**src/rtl/load_store_unit_if.sv**
```systemverilog
// Request/response and data_mem signals between execute, load_store_unit and data_mem.
interface load_store_unit_if;
    logic        req_valid;
    logic        req_ready;
    logic        req_we;
    logic [2:0]  req_funct3;
    logic [31:0] req_addr;
    logic [31:0] req_wdata;
    logic        resp_valid;
    logic [31:0] resp_rdata;
    logic        resp_misaligned;
    logic        resp_illegal;
    logic        mem_read;
    logic        mem_write;
    logic [31:0] mem_addr;
    logic [31:0] mem_wdata;
    logic [31:0] mem_rdata;

    modport slave (
        input  req_valid, req_we, req_funct3, req_addr, req_wdata, mem_rdata,
        output req_ready, resp_valid, resp_rdata, resp_misaligned, resp_illegal,
        output mem_read, mem_write, mem_addr, mem_wdata
    );

    modport master (
        output req_valid, req_we, req_funct3, req_addr, req_wdata, mem_rdata,
        input  req_ready, resp_valid, resp_rdata, resp_misaligned, resp_illegal,
        input  mem_read, mem_write, mem_addr, mem_wdata
    );
endinterface

```
**src/rtl/load_store_unit.sv**
```systemverilog
// RV32I load/store unit: alignment/funct3 checks, extended loads, SB/SH via read-modify-write.
module load_store_unit #(
    parameter int unsigned MEM_LAT = 1
) (
    input  logic clk,
    input  logic rst,
    load_store_unit_if.slave bus
);

    localparam int unsigned CNT_W = 3;
    localparam logic [CNT_W-1:0] CNT_LAST = CNT_W'(MEM_LAT);

    typedef enum logic [2:0] {
        S_IDLE, S_FAULT, S_LD, S_SW, S_RMW_RD, S_RMW_WR, S_DONE
    } state_e;

    state_e state_q, state_d;

    logic [CNT_W-1:0] cnt_q, cnt_d;
    logic [2:0]       f3_q, f3_d;
    logic [1:0]       lane_q, lane_d;
    logic [15:0]      wdata_q, wdata_d;

    logic        req_ready_q, req_ready_d;
    logic        resp_valid_q, resp_valid_d;
    logic [31:0] resp_rdata_q, resp_rdata_d;
    logic        resp_mis_q, resp_mis_d;
    logic        resp_ill_q, resp_ill_d;
    logic        mem_read_q, mem_read_d;
    logic        mem_write_q, mem_write_d;
    logic [31:0] mem_addr_q, mem_addr_d;
    logic [31:0] mem_wdata_q, mem_wdata_d;

    logic        accept_c;
    logic        illegal_c;
    logic        misaligned_c;
    logic        last_rd_c;
    logic [31:0] load_ext_c;
    logic [31:0] merged_c;

    assign accept_c  = bus.req_valid && req_ready_q;
    assign last_rd_c = (cnt_q == CNT_LAST);

    // Legality and alignment of the incoming request
    always_comb begin
        if (bus.req_we) begin
            illegal_c = !(bus.req_funct3 inside {3'b000, 3'b001, 3'b010});
        end else begin
            illegal_c = !(bus.req_funct3 inside {3'b000, 3'b001, 3'b010, 3'b100, 3'b101});
        end
        misaligned_c = ((bus.req_funct3[1:0] == 2'b01) && bus.req_addr[0]) ||
                       ((bus.req_funct3[1:0] == 2'b10) && (bus.req_addr[1:0] != 2'b00));
    end

    // Lane select/extension for loads and byte/half merge for RMW stores
    always_comb begin
        logic [31:0] shifted;
        logic [15:0] half;
        logic [4:0]  bsh;
        logic [4:0]  hsh;
        bsh     = {lane_q, 3'b000};
        hsh     = {lane_q[1], 4'b0000};
        shifted = bus.mem_rdata >> bsh;
        half    = lane_q[1] ? bus.mem_rdata[31:16] : bus.mem_rdata[15:0];
        case (f3_q)
            3'b000:  load_ext_c = {{24{shifted[7]}}, shifted[7:0]};
            3'b001:  load_ext_c = {{16{half[15]}}, half};
            3'b010:  load_ext_c = bus.mem_rdata;
            3'b100:  load_ext_c = {24'h0, shifted[7:0]};
            3'b101:  load_ext_c = {16'h0, half};
            default: load_ext_c = 32'h0;
        endcase
        if (f3_q == 3'b000) begin
            merged_c = (bus.mem_rdata & ~(32'h0000_00FF << bsh)) | ({24'h0, wdata_q[7:0]} << bsh);
        end else begin
            merged_c = (bus.mem_rdata & ~(32'h0000_FFFF << hsh)) | ({16'h0, wdata_q} << hsh);
        end
    end

    // State register
    always_ff @(posedge clk) begin
        if (rst) begin
            state_q <= S_IDLE;
        end else begin
            state_q <= state_d;
        end
    end

    // Next-state logic
    always_comb begin
        state_d = state_q;
        case (state_q)
            S_IDLE: begin
                if (accept_c) begin
                    if (illegal_c || misaligned_c)     state_d = S_FAULT;
                    else if (!bus.req_we)              state_d = S_LD;
                    else if (bus.req_funct3 == 3'b010) state_d = S_SW;
                    else                               state_d = S_RMW_RD;
                end
            end
            S_FAULT:  state_d = S_IDLE;
            S_LD:     if (last_rd_c) state_d = S_DONE;
            S_SW:     state_d = S_DONE;
            S_RMW_RD: if (last_rd_c) state_d = S_RMW_WR;
            S_RMW_WR: state_d = S_DONE;
            S_DONE:   state_d = S_IDLE;
            default:  state_d = S_IDLE;
        endcase
    end

    // Output and datapath next values; outputs are decoded from the next state so they register in step
    always_comb begin
        cnt_d        = '0;
        f3_d         = f3_q;
        lane_d       = lane_q;
        wdata_d      = wdata_q;
        req_ready_d  = (state_d == S_IDLE);
        resp_valid_d = (state_d == S_FAULT) || (state_d == S_DONE);
        resp_rdata_d = 32'h0;
        resp_mis_d   = 1'b0;
        resp_ill_d   = 1'b0;
        mem_read_d   = (state_d == S_LD) || (state_d == S_RMW_RD);
        mem_write_d  = (state_d == S_SW) || (state_d == S_RMW_WR);
        mem_addr_d   = mem_addr_q;
        mem_wdata_d  = mem_wdata_q;

        if ((state_q == S_LD || state_q == S_RMW_RD) && !last_rd_c) begin
            cnt_d = cnt_q + CNT_W'(1);
        end

        if (accept_c) begin
            f3_d    = bus.req_funct3;
            lane_d  = bus.req_addr[1:0];
            wdata_d = bus.req_wdata[15:0];
            if (state_d == S_FAULT) begin
                resp_ill_d = illegal_c;
                resp_mis_d = !illegal_c && misaligned_c;
            end else begin
                mem_addr_d = {bus.req_addr[31:2], 2'b00};
                if (state_d == S_SW) mem_wdata_d = bus.req_wdata;
            end
        end

        if (state_q == S_LD && last_rd_c)     resp_rdata_d = load_ext_c;
        if (state_q == S_RMW_RD && last_rd_c) mem_wdata_d  = merged_c;
    end

    // Datapath and output registers
    always_ff @(posedge clk) begin
        if (rst) begin
            cnt_q        <= '0;
            f3_q         <= '0;
            lane_q       <= '0;
            wdata_q      <= '0;
            req_ready_q  <= 1'b1;
            resp_valid_q <= 1'b0;
            resp_rdata_q <= '0;
            resp_mis_q   <= 1'b0;
            resp_ill_q   <= 1'b0;
            mem_read_q   <= 1'b0;
            mem_write_q  <= 1'b0;
            mem_addr_q   <= '0;
            mem_wdata_q  <= '0;
        end else begin
            cnt_q        <= cnt_d;
            f3_q         <= f3_d;
            lane_q       <= lane_d;
            wdata_q      <= wdata_d;
            req_ready_q  <= req_ready_d;
            resp_valid_q <= resp_valid_d;
            resp_rdata_q <= resp_rdata_d;
            resp_mis_q   <= resp_mis_d;
            resp_ill_q   <= resp_ill_d;
            mem_read_q   <= mem_read_d;
            mem_write_q  <= mem_write_d;
            mem_addr_q   <= mem_addr_d;
            mem_wdata_q  <= mem_wdata_d;
        end
    end

    assign bus.req_ready       = req_ready_q;
    assign bus.resp_valid      = resp_valid_q;
    assign bus.resp_rdata      = resp_rdata_q;
    assign bus.resp_misaligned = resp_mis_q;
    assign bus.resp_illegal    = resp_ill_q;
    assign bus.mem_read        = mem_read_q;
    assign bus.mem_write       = mem_write_q;
    assign bus.mem_addr        = mem_addr_q;
    assign bus.mem_wdata       = mem_wdata_q;

endmodule

```
**src/flat_wrapper.sv**
```systemverilog
// flat-port wrapper written by rule: the top's interface ports become plain ports
module load_store_unit_flat 
#(
    parameter int unsigned MEM_LAT = 1
)
  (clk, rst, bus_req_valid, bus_req_we, bus_req_funct3, bus_req_addr, bus_req_wdata, bus_mem_rdata, bus_req_ready, bus_resp_valid, bus_resp_rdata, bus_resp_misaligned, bus_resp_illegal, bus_mem_read, bus_mem_write, bus_mem_addr, bus_mem_wdata);
  load_store_unit_if bus_i ();
  input  logic clk;
  input  logic rst;
  input wire logic [$bits(bus_i.req_valid)-1:0] bus_req_valid;
  input wire logic [$bits(bus_i.req_we)-1:0] bus_req_we;
  input wire logic [$bits(bus_i.req_funct3)-1:0] bus_req_funct3;
  input wire logic [$bits(bus_i.req_addr)-1:0] bus_req_addr;
  input wire logic [$bits(bus_i.req_wdata)-1:0] bus_req_wdata;
  input wire logic [$bits(bus_i.mem_rdata)-1:0] bus_mem_rdata;
  output wire logic [$bits(bus_i.req_ready)-1:0] bus_req_ready;
  output wire logic [$bits(bus_i.resp_valid)-1:0] bus_resp_valid;
  output wire logic [$bits(bus_i.resp_rdata)-1:0] bus_resp_rdata;
  output wire logic [$bits(bus_i.resp_misaligned)-1:0] bus_resp_misaligned;
  output wire logic [$bits(bus_i.resp_illegal)-1:0] bus_resp_illegal;
  output wire logic [$bits(bus_i.mem_read)-1:0] bus_mem_read;
  output wire logic [$bits(bus_i.mem_write)-1:0] bus_mem_write;
  output wire logic [$bits(bus_i.mem_addr)-1:0] bus_mem_addr;
  output wire logic [$bits(bus_i.mem_wdata)-1:0] bus_mem_wdata;
  assign bus_i.req_valid = bus_req_valid;
  assign bus_i.req_we = bus_req_we;
  assign bus_i.req_funct3 = bus_req_funct3;
  assign bus_i.req_addr = bus_req_addr;
  assign bus_i.req_wdata = bus_req_wdata;
  assign bus_i.mem_rdata = bus_mem_rdata;
  assign bus_req_ready = bus_i.req_ready;
  assign bus_resp_valid = bus_i.resp_valid;
  assign bus_resp_rdata = bus_i.resp_rdata;
  assign bus_resp_misaligned = bus_i.resp_misaligned;
  assign bus_resp_illegal = bus_i.resp_illegal;
  assign bus_mem_read = bus_i.mem_read;
  assign bus_mem_write = bus_i.mem_write;
  assign bus_mem_addr = bus_i.mem_addr;
  assign bus_mem_wdata = bus_i.mem_wdata;
  load_store_unit #(.MEM_LAT(MEM_LAT)) u_core (.clk(clk), .rst(rst), .bus(bus_i));
endmodule
```
**config.mk**
```make
export PLATFORM = sky130hd
export DESIGN_NAME = load_store_unit_flat
export DESIGN_NICKNAME = d
export VERILOG_FILES = /design/src/rtl/load_store_unit_if.sv /design/src/rtl/load_store_unit.sv /design/src/flat_wrapper.sv
export SDC_FILE = /design/constraint.sdc
export NUM_CORES = 1
export LEC_CHECK = 0
export CORE_MARGIN = 1.5
export CORE_UTILIZATION = 48
export DETAILED_ROUTE_END_ITERATION = 16
export PLACE_DENSITY = 0.92
export SETUP_SLACK_MARGIN = 0.2
export SLEW_MARGIN = 0
export SYNTH_ARGS = -nofsm -noshare
export SYNTH_HDL_FRONTEND = slang
export SYNTH_SLANG_ARGS = --single-unit
```
**constraint.sdc**
```tcl
create_clock -name clk -period 2.85 [get_ports clk]
set_input_delay 0.4275 -clock clk [delete_from_list [all_inputs] [get_ports clk]]
set_output_delay 0.4275 -clock clk [all_outputs]
set_load 0.005 [all_outputs]
```
======== Word-level counts from Yosys, hierarchy flattened ========
Cells that the tools add are included.
word-level totals
  memory bits (read-only) ................. 0
  bits in registers ....................... 127
  logic and storage cells ................. 99
  memories kept ........................... 0
  output and inout port bits .............. 102
  latch bits .............................. 0
  memory bits (writable) .................. 0
operators by class
  multiply operators ...................... 0
  add/subtract/negate cells ............... 1
  equality and inequality tests ........... 22
  bitwise logic cells ..................... 10
  divide/modulo/power cells ............... 0
  reduce and logical (&&, ||, !) cells .... 32
  muxes and demuxes ....................... 15
  shift-type cells ........................ 5
  $lt $le $gt $ge ......................... 0
operators with widths
  operator                                            number
  two-way mux 32 bit                                  5
  one-hot mux 32 bit (5 select lines)                 1
  bitwise AND 32 bit                                  2
  NOT 32 bit                                          2
  OR 32 bit                                           2
  << shifter 16 x 5 -> 32 bit                         1
  << shifter 16 x 5 -> 32 bit (first input constant)  1
  << shifter 8 x 5 -> 32 bit                          1
  << shifter 8 x 5 -> 32 bit (first input constant)   1
  >> shifter 32 x 5 -> 8 bit                          1
  == test 3 bit (second input constant)               9
  == test 3 x 2 -> 1 bit (second input constant)      6
  two-way mux 3 bit                                   6
  two-way mux 16 bit                                  1
  == test 3 x 1 -> 1 bit (second input constant)      4
  zero test 3 bit                                     4
  one-hot mux 3 bit (4 select lines)                  1
  logical AND 1 bit                                   7
  logical OR 1 bit                                    6
  nonzero test 2 bit                                  3
  OR reduction 2 bit                                  3
  nonzero test 5 bit                                  1
  zero test 1 bit                                     4
  NOT 1 bit                                           4
  9 further kinds                                     9

======== Logic depth before layout (Yosys ltp) ========
Gate-level depths: netlist (run 1).
  word-level depth ........................ 13
  mapped depth ............................ 8

======== Worst setup path before layout (run 1) ========
OpenSTA, ideal clock, no wires.
  path kind ............................... reg-to-reg
  from .................................... register u_core.lane_q[1]
  to ...................................... register u_core.resp_rdata_q[22], in the netlist u_core.bus.resp_rdata[22]
  stages on the path, launching flop included .. 8
  period minus slack after synthesis ...... 1.912 ns
  data arrival time ....................... 1.780 ns
  buffers on the path ..................... 3
  data required time ...................... 2.717 ns
  slack ................................... 0.938 ns
  library setup time ...................... 0.133 ns
  path through ............................ dfxtp_1 > buf_2 > mux4_2 > mux2i_1 > or3_1 > clkbuf_1 > clkbuf_1 > a21oi_1
between the ends
  longest elaborated chain between the ends .. 2
  elaborated cells on any way between the ends .. 3
  classes of those cells .................. shift: 1; mux: 2
ends and longest elaborated chain
  element                                                                  line                                          source
  from (decl)                                                              load_store_unit.sv:21                         logic [1:0] lane_q, lane_d;
  from (signal assigned)                                                   load_store_unit.sv:167                        lane_q <= lane_d;
  >> shifter 32 x 5 -> 8 bit / two-way mux 16 bit (equally long branches)  load_store_unit.sv:63, load_store_unit.sv:64
  one-hot mux 32 bit (5 select lines) (*)                                  load_store_unit.sv:65                         case (f3_q)
  to (signal assigned)                                                     load_store_unit.sv:171                        resp_rdata_q <= resp_rdata_d;
  to (decl)                                                                load_store_unit.sv:26                         logic [31:0] resp_rdata_q, resp_rdata_d;
Mark *: on every way between the ends. The rest lies on a longest branch, timed or not.
A chain may end at the register's enable or synchronous reset.

======== Final worst setup path (run 1) ========
  from .................................... register u_core.f3_q[0]
  to ...................................... register u_core.mem_wdata_q[3], in the netlist u_core.bus.mem_wdata[3]
between the ends
  longest elaborated chain between the ends .. 3
ends and longest elaborated chain
  element                 line                    source
  from (decl)             load_store_unit.sv:20   logic [2:0] f3_q, f3_d;
  from (signal assigned)  load_store_unit.sv:152  f3_q <= '0;
  from (signal assigned)  load_store_unit.sv:166  f3_q <= f3_d;
  zero test 3 bit         load_store_unit.sv:73   if (f3_q == 3'b000) begin
  two-way mux 32 bit      load_store_unit.sv:73
  two-way mux 32 bit      load_store_unit.sv:145  if (state_q == S_RMW_RD && last_rd_c) mem_wdata_d = merged_c;
  to (signal assigned)    load_store_unit.sv:177  mem_wdata_q <= mem_wdata_d;
  to (decl)               load_store_unit.sv:32   logic [31:0] mem_wdata_q, mem_wdata_d;
No other way between the ends.

==> results.py, run 1 <==
metrics = {
    "run_status": {
        "status": "complete, no violations",
    },
    "clock_network": {
        "clock_path_buffers": 2,
        "path_clk_slew_ns": 0.05,
        "hold_buffers": 0,
        "post_cts_buffers": 0,
        "clock-sinks": 127,
        "cts_root_buffer": "clkbuf_16",
        "cts.repair.resized": 0,
        "cts_inserted_buffers": 17,
        "cts_max_level": 4,
        "clk-insertion-delay-late_ns": 0.42,
        "cts_tree": "done",
    },
    "power_and_ir_drop": {
        "p_total_mw": 4.98,
        "pwr_density_cell_mw_per_mm2": 605,
        "vdd_drop_max_mv": 0.408,
        "leakage_nw": 3.00,
    },
    "global_route": {
        "antenna_found_initial": 0,
        "grt_start_max_net_pins": 84,
        "grt_overflow": 0,
        "grt_use_total_pct": 29.9,
        "grt_use_met3_pct": 10.2,
        "grt_pass1_vias": 5701,
        "met2_usage_pct": 48.5,
        "grt_first_pass_wirelength_um": 29100,
        "gr-usage-met1_pct": 34.7,
        "busiest_layer": "met2",
    },
    "sta": {
        "layout_min_cycle_time_ns": 2.32,
        "maxSlewViolCount": 0,
        "fmax_mhz": 432,
        "setup_viol": 0,
        "slew_headroom_pct": 15.2,
        "setup_tns_ns": 0,
        "fin_ws_ns": 0.533,
        "hold_viol": 0,
        "finalClockSkew_ns": 0.00751,
        "rsz0062_at_grt": "no",
        "tightest_slew_ns": 1.26,
        "min_period_over_period_pct": 81.3,
    },
    "yosys": {
        "synthArstFlopShare_pct": 0,
        "synth.area.top_cells": "dfxtp_1 (46%), nand2_1 (8.6%), a21oi_1 (7.5%), mux2i_1 (6.3%), a211oi_1 (5.3%)",
        "yosysTopAreaCellShare_pct": 45.6,
        "yosys-top-cells-count": "dfxtp_1 (127), nand2_1 (127), a21oi_1 (84)",
        "postSynthAreaPerCell_sq_um": 8.76,
        "synth_cell_type_count": 49,
        "synth_cells": 636,
        "synthesis.area_sq_mm": 0.00557,
        "yosysTopAreaCell": "dfxtp_1",
        "synth_edf_count": 0,
        "ys_seq_area_share_pct": 45.6,
        "yosysWarnings": 0,
        "synthFlopType": "dfxtp_1",
        "ys_ff_latch": 127,
    },
    "placement": {
        "portBuffers": 202,
        "dp_hpwl_um": 13000,
        "place.gp.congestion": 0.902,
        "dp.cells": 950,
        "place_ws_ns": 0.173,
    },
    "run": {
        "cap_viol_max_count": 0,
    },
    "floorplan": {
        "dieWidth_um": 111,
        "io-pin-count": 205,
        "start_util_pct": 49.0,
        "dieHeight_um": 111,
        "dieArea_sq_mm": 0.0123,
        "core-area_sq_mm": 0.0114,
        "rows": 39,
    },
    "routing": {
        "detail_route.iter0.violations": 449,
        "drt-wirelength-per-cell_um": 18.7,
        "drc_errors": 0,
        "routed_via_density": 5.77,
        "drt_first_pass_iters": 7,
        "drt_wl_total_um": 18300,
        "via_count": 5664,
        "ant_nets": 0,
    },
    "setup_path": {
        "worstPathMaxFanout": 11,
        "crit_required_ns": 3.11,
        "critPathCaptureType": "flop",
        "path_class": "reg -> reg",
        "cp-start-kind": "flop",
        "cp.arrival_ns": 2.57,
    },
    "min_path": {
        "min_path_type": "in -> reg",
    },
    "finish": {
        "n_antenna_cell": 0,
        "area_growth_pct": 47.8,
        "layout-drive-gt1-share_pct": 9.43,
        "fillers": 823,
        "regArea_sq_mm": 0.00254,
        "utilization_pct": 72.5,
        "fin_nets": 931,
        "stdcell_count": 981,
        "multi_input_comb_area_sq_mm": 0.00276,
    },
}
## metrics by stage
step / hold WS (ns) / cell area, sq um
after floorplan: 0.421 / 5580
after CTS: 0.314 / 8240
after detailed placement: 0.449 / 7700
final: 0.315 / 8240
after global placement: 0.432 / 7700
after global routing: 0.333 / 8240
## power breakdown
part / internal, mW / switching (mW) / total, mW
combinational: 0.513 / 0.516 / 1.03
clock: 1.23 / 0.750 / 1.98
sequential: 1.89 / 0.0815 / 1.98
## critical path: stages (launching register included)
cell and delay [ns]:
dfxtp_1 0.32, nor3_1 1.01, a21oi_1 0.17, buf_4 0.22, mux2_2 0.27, nor2_1 0.11
a211oi_1 0.06
## kinds of logic (layout without fill, tap and decap cells)
logic type	count (synthesis)	in the layout	share of synthesized area, %
flip-flops	127	127	45.6
XOR/XNOR	1	1	0.157
AO/OA/AOI/OAI	182	182	20.9
other	1	2	0.0673
buffers and inverters	64	265	5.12
adder cells (fa/ha/maj)	2	2	0.449
AND/OR/NAND/NOR	199	199	15.0
multiplexers	60	60	12.7
## cell usage in the layout, fill, tap and decap left out, types with 2 or more instances in the layout
cell             Yosys  final
a211oi_1            39     39
a21o_1               2      2
a21oi_1             84     84
a221oi_1            11     11
a22oi_1             14     14
a31oi_1              7      7
buf_4                2     19
clkbuf_1            41      5
clkbuf_16            0     17
clkbuf_8             0      2
clkdlybuf4s50_1      0    201
clkinv_2             0      5
conb_1               1      2
dfxtp_1            127    127
ha_1                 2      2
inv_1               11     11
mux2_2              18     18
mux2i_1             35     35
mux4_2               7      7
nand2_1            127    127
nand3b_1             2      2
nor2_1              44     44
nor2b_1              5      5
nor3_1               6      5
o21ai_0              6      5
o21ai_1              2      2
o21ai_2              1      2
o31a_1               8      8
or2_2                2      2
or3_1                3      3
## state kept, by name, indices dropped and copies added (netlist names)
name                        cells
u_core.bus.mem_addr            30
u_core.bus.mem_read             1
u_core.bus.mem_wdata           32
u_core.bus.mem_write            1
u_core.bus.req_ready            1
u_core.bus.resp_illegal         1
u_core.bus.resp_misaligned      1
u_core.bus.resp_rdata          32
u_core.bus.resp_valid           1
u_core.cnt_q                    3
u_core.f3_q                     3
u_core.lane_q                   2
u_core.state_q                  3
u_core.wdata_q                 16
## final timing paths
kind	start	to	slack [ns]	cells after the start
max	u_core.f3_q[0]$_SDFFE_PP0P_	u_core.bus.mem_wdata[3]$_SDFFE_PP0P_	0.53	6
min	rst	u_core.state_q[1]$_SDFF_PP0_	0.31	2
max reg2reg	u_core.f3_q[0]$_SDFFE_PP0P_	u_core.bus.mem_wdata[3]$_SDFFE_PP0P_	0.53	6
min reg2reg	u_core.bus.mem_addr[6]$_SDFFE_PP0P_	u_core.bus.mem_addr[6]$_SDFFE_PP0P_	0.45	2
## area by class of cell
type	count	share of cell area, %
inverters	12	0.547
multi-input cells	446	33.5
clock buffers	24	5.73
repair buffers	222	26.5
flip-flops and latches	127	30.9
well taps	143	2.17
clock inverters	7	0.759
## per-layer routing
layer / wire length [um] / up-vias
li1: - / 2638
met1: 6950 / 2588
met2: 8650 / 359
met3: 1810 / 79
met4: 892 / 0
met5: 0 / -
(Power assumes the default switching activity.)
==> run 2, diff against run 1 <==
--- a/config.mk
+++ b/config.mk
@@ -6,9 +6,9 @@
 export NUM_CORES = 1
 export LEC_CHECK = 0
 export CORE_MARGIN = 1.5
-export CORE_UTILIZATION = 48
+export CORE_UTILIZATION = 45
 export DETAILED_ROUTE_END_ITERATION = 16
-export PLACE_DENSITY = 0.92
+export PLACE_DENSITY = 0.87
 export SETUP_SLACK_MARGIN = 0.2
 export SLEW_MARGIN = 0
 export SYNTH_ARGS = -nofsm -noshare
==> constraint.sdc (replaced) <==
create_clock -name clk -period 2.2 [get_ports clk]
set_input_delay 0.33 -clock clk [delete_from_list [all_inputs] [get_ports clk]]
set_output_delay 0.33 -clock clk [all_outputs]
set_load 0.005 [all_outputs]
==> run 2 against run 1 <==
Compared with the run above: global-route usage decreased by 1.9 points; clock-buffer cell count shrank 1; core utilization about the same; critical path depth grew 2; register-to-register slack lost 0.32 ns; sequential share of layout area fell by 1.7 points; sequential power grew 30%; die area grew 6.5%; wire length rose by 0.84%; final cell count is 5.1% higher; setup slack worse by 0.35 ns; worst hold slack worse by 0.089 ns; critical path type is now in -> reg; highest routed layer unchanged.
==> results.py, run 2 (synthesis gave the netlist of run 1 again) <==
metrics = {
    "global_route": {
        "antenna_found_initial": 0,
        "grt_overflow": 0,
        "busiest_layer": "met2",
        "grt_use_met3_pct": 9.69,
        "grt_pass1_vias": 5439,
        "met2_usage_pct": 46.3,
        "grt_first_pass_wirelength_um": 28000,
        "grt_start_max_net_pins": 84,
        "grt_use_total_pct": 28.0,
        "gr-usage-met1_pct": 33.1,
    },
    "sta": {
        "layout_min_cycle_time_ns": 2.02,
        "maxSlewViolCount": 0,
        "slew_headroom_pct": 66.6,
        "tightest_slew_ns": 0.498,
        "setup_tns_ns": 0,
        "min_period_over_period_pct": 91.7,
        "fmax_mhz": 496,
        "rsz0062_at_grt": "yes",
        "setup_viol": 0,
        "finalClockSkew_ns": 0.0109,
        "hold_viol": 0,
    },
    "run_status": {
        "status": "complete, no violations",
    },
    "floorplan": {
        "dieHeight_um": 114,
        "io-pin-count": 205,
        "core-area_sq_mm": 0.0121,
        "start_util_pct": 46.2,
        "dieWidth_um": 114,
        "rows": 40,
        "dieArea_sq_mm": 0.0131,
    },
    "clock_network": {
        "cts_inserted_buffers": 17,
        "cts_max_level": 4,
        "clock_path_buffers": 2,
        "clk-insertion-delay-late_ns": 0.42,
        "cts_root_buffer": "clkbuf_16",
        "cts_tree": "done",
        "path_clk_slew_ns": 0.05,
        "clock-sinks": 127,
    },
    "setup_path": {
        "critPathCaptureType": "flop",
        "worstPathMaxFanout": 8,
        "cp.arrival_ns": 2.33,
        "reg2reg_depth": 7,
        "crit_required_ns": 2.51,
        "cp-start-kind": "primary input",
        "path_class": "in -> reg",
    },
    "min_path": {
        "whs_path_depth": 2,
        "min_path_type": "in -> reg",
    },
    "placement": {
        "dp_hpwl_um": 12900,
        "portBuffers": 202,
        "place.gp.congestion": 0.911,
    },
    "routing": {
        "drt_first_pass_iters": 5,
        "via_count": 5787,
        "routed_via_density": 5.61,
        "detail_route.iter0.violations": 468,
        "drc_errors": 0,
        "drt_wl_total_um": 18500,
        "drt-wirelength-per-cell_um": 17.9,
        "ant_nets": 0,
    },
    "finish": {
        "area_growth_pct": 56.8,
        "fin_nets": 957,
        "final_common_cell": "clkdlybuf4s50_1",
        "layout-drive-gt1-share_pct": 14.0,
        "n_antenna_cell": 0,
        "final_cell_mix": "clkdlybuf4s50_1 (196), nand2_1 (127), dfxtp_1 (125)",
    },
    "power_and_ir_drop": {
        "p_total_mw": 6.70,
        "leakage_nw": 3.25,
        "vdd_drop_max_mv": 0.533,
        "pwr_density_cell_mw_per_mm2": 767,
    },
    "run": {
        "cap_viol_max_count": 0,
    },
}
## run 2: cell types whose count changed in the layout (fill, tap and decap cells not counted), sizes merged
cell,delta
clkbuf,+2
clkinvlp,+1
bufinv,+1
dlymetal6s2s,+5
buf,+23
clkinv,-2
clkdlybuf4s50,-5
## run 2: area by class of cell
type | count | area, sq um
Multi-Input combinational cell | 446 | 2830
Clock inverter | 7 | 87.6
Inverter | 12 | 48.8
Timing Repair Buffer | 248 | 2550
Tap cell | 168 | 210
Fill cell | 898 | 3320
Sequential cell | 127 | 2540
Clock buffer | 23 | 468
## run 2: worst paths after layout
path,startpoint,slack [ns],to
max reg2reg,u_core.state_q[2]$_SDFF_PP0_,0.21,u_core.bus.mem_wdata[13]$_SDFFE_PP0P_
min,rst,0.23,u_core.state_q[1]$_SDFF_PP0_
min reg2reg,u_core.bus.mem_addr[21]$_SDFFE_PP0P_,0.45,u_core.bus.mem_addr[21]$_SDFFE_PP0P_
max,bus_req_funct3[1],0.18,u_core.bus.mem_wdata[13]$_SDFFE_PP0P_
## run 2: what timing repair did
item / CTS / global route
hold buffers: 0 / 0
pin swaps: 0 / 20
setup buffers: 0 / 3
endpoints found under the setup margin: 23 / 46
resized for setup: 1 / 23
gates cloned: 0 / 3
## run 2: metrics by stage
step / setup slack (ns) / area, sq um / hold slack (ns) / std cells / utilization, %
floorplan: 0.288 / 5580 / 0.421 / 637 / -
global placement: -0.173 / 7970 / 0.432 / 995 / 66.1
detailed placement: -0.274 / 7970 / 0.444 / 995 / 66.1
CTS: 0.155 / 8530 / 0.214 / 1025 / 70.8
global route: 0.153 / 8740 / 0.211 / 1031 / 72.4
finish: 0.183 / 8740 / 0.226 / 1031 / 72.4
## run 2: critical path: stages
cell             delay [ns]
clkdlybuf4s50_1        0.55
a221oi_1               0.09
a2111o_1               0.49
nor3_4                 0.18
buf_12                 0.17
clkbuf_16              0.17
mux2i_1                0.08
a211oi_1               0.26
## run 2: metal layers
metal,share of wire (%),wire [um]
met1,39,7270
met2,47,8740
met3,9.7,1790
met4,3.6,663
met5,0,0
## run 2: power breakdown
| part | internal [mW] | total (mW) | switching [mW] | leakage, nW |
|---|---|---|---|---|
| logic | 0.770 | 1.46 | 0.687 | 1.95 |
| registers | 2.45 | 2.57 | 0.116 | 1.03 |
| clock network | 1.70 | 2.67 | 0.969 | 0.273 |
| total | 4.93 | 6.70 | 1.77 | 3.25 |
==> run 3, diff against run 2 <==
--- a/config.mk
+++ b/config.mk
@@ -10,6 +10,7 @@
 export DETAILED_ROUTE_END_ITERATION = 16
 export PLACE_DENSITY = 0.87
 export SETUP_SLACK_MARGIN = 0.2
+export SKIP_LAST_GASP = 1
 export SLEW_MARGIN = 0
 export SYNTH_ARGS = -nofsm -noshare
 export SYNTH_HDL_FRONTEND = slang
==> results of run 3 <==
No change in the layout: final DEF, timing and power equal those of run 2.
==> RTL change, RTL diff (settings of run 2) <==
The localparam `CNT_W` goes from 3 to 4.
--- a/src/rtl/load_store_unit.sv
+++ b/src/rtl/load_store_unit.sv
@@ -9,3 +9,3 @@
 
-    localparam int unsigned CNT_W = 3;
+    localparam int unsigned CNT_W = 4;
     localparam logic [CNT_W-1:0] CNT_LAST = CNT_W'(MEM_LAT);
Formal check against the unedited RTL: same outputs for any inputs over 10 cycles, from zero or initial values and one cycle with rst high; that may be too few to reach the edited logic, so the function may still have changed.
==> RTL change against run 2 <==
Worst setup slack improved by 0.010 ns; final area decreased by 0.90%; first-iteration DRC count increased by 31%; wire length rose by 2.2%; sequential cell count increased by 1; critical path depth decreased by 1; total power shrank 2.3%; clock skew is 0.0022 ns lower; worst hold slack gained 0.068 ns; area after synthesis grew 1.2%.
==> RTL change: results (changes against run 2) <==
[setup_path]
cp-startpoint=u_core.cnt_q[0]  ; was bus_req_funct3[1]
rrSetupSlack_ns=0.19  ; was 0.21 ns
cp.arrival_ns=2.29  ; was 2.33 ns
crit_fanout=45  ; was 8
reg2reg_to=u_core.bus.mem_wdata[27]  ; was u_core.bus.mem_wdata[13]

[finish]
nNetsFinal=985  ; was 957
drive_above_1_share_pct=12.88  ; was 14.02%

[routing]
met1_length_microns=7065  ; was 7273 microns
vias=5964  ; was 5787
wirelength_microns=18860  ; was 18460 microns
drtIter0Drc=615  ; was 468
wl_met3_microns=2187  ; was 1786 microns
avgViaCountPerCell=5.621  ; was 5.613

[grt]
grtUsageMet3_pct=11.49  ; was 9.688%
grt_pass1_vias=5823  ; was 5439
grt_usage_pct=28.51  ; was 27.99%
grt_max_degree=54  ; was 84
grt_pass1_wl_microns=29170  ; was 28050 microns
antenna_found_initial=0  ; unchanged
grt_util_met1_pct=33.11  ; was 33.08%
use_met2_pct=47.22  ; was 46.35%

[cts]
clk-insertion-delay-late_ns=0.42  ; about the same

[hold_path]
min_to=u_core.bus.mem_addr[31]  ; was u_core.state_q[1]
whs_path_depth=2  ; unchanged

[logic_synthesis]
synth_compound_area_share_pct=21.01  ; was 20.88%
synth_cell_type_count=54  ; was 49
synthTopCellsByArea=dfxtp_1, nand2_1, a21oi_1  ; unchanged
yosys-top-cells-count=nand2_1, dfxtp_1, a21oi_1  ; was dfxtp_1, nand2_1, a21oi_1
synth_seq_area_share_pct=45.44  ; was 45.61%
avgSynthCellArea_sq_um=8.379  ; was 8.764 sq um
synth_xor_xnor_area_share_pct=0.6213  ; was 0.1571%
synth_fa_ha_area_share_pct=0.4438  ; was 0.4489%

[power_and_ir_drop]
clkPwrFrac_pct=42.2  ; was 39.9%
power_uw=6551  ; was 6701 uW
p_int_uw=4841  ; was 4929 uW
ir_drop_uv=677.4  ; was 532.6 uV

[placed_design]
place_ws_ns=-0.1787  ; was -0.2738 ns
hpwlAfterDp_microns=13180  ; was 12920 microns
dpl_cell_area_sq_um=8028  ; was 7974 sq um
finalWeightedCongestion=0.9193  ; was 0.9111
dp.cells=1029  ; was 995

[timing]
fin_crit_ns=2.007  ; was 2.017 ns
finalClockSkew_ns=0.008610  ; was 0.01085 ns
whs_ns=0.2939  ; was 0.2259 ns

[status]
status=completed  ; unchanged

==> RTL change: changes by cell type after synthesis, moves of 4 or more <==
cell and change:
nand2_1 +57, a311oi_1 +28, mux2i_1 -25, a211oi_1 -23, and2_1 +5, clkbuf_1 +5, o21ai_0 -5, nor2_1 -4
==> RTL change: cell type report <==
| type | count | area [sq um] |
|---|---|---|
| sequential | 128 | 2562 |
| inverter | 10 | 37.54 |
| clock inverter | 9 | 107.6 |
| timing repair buffer | 245 | 2415 |
| fill | 887 | 3452 |
| clock buffer | 23 | 478.0 |
| multi-input combinational | 478 | 2849 |
| tap | 168 | 210.2 |
==> RTL change: worst max-delay path, stage by stage, from the launching register on <==
cell and delay, ns:
dfxtp_1 0.38, ha_1 0.16, nor3b_2 0.33, nand2_2 0.11
buf_12 0.19, a221oi_1 0.43, buf_4 0.21, a311oi_1 0.05
==> RTL change: timing repair <==
| action | 4_1_cts | 5_1_grt |
|---|---|---|
| pin swaps | 0 | 1 |
| setup endpoints to repair | 11 | 32 |
| gates resized for setup | 2 | 7 |
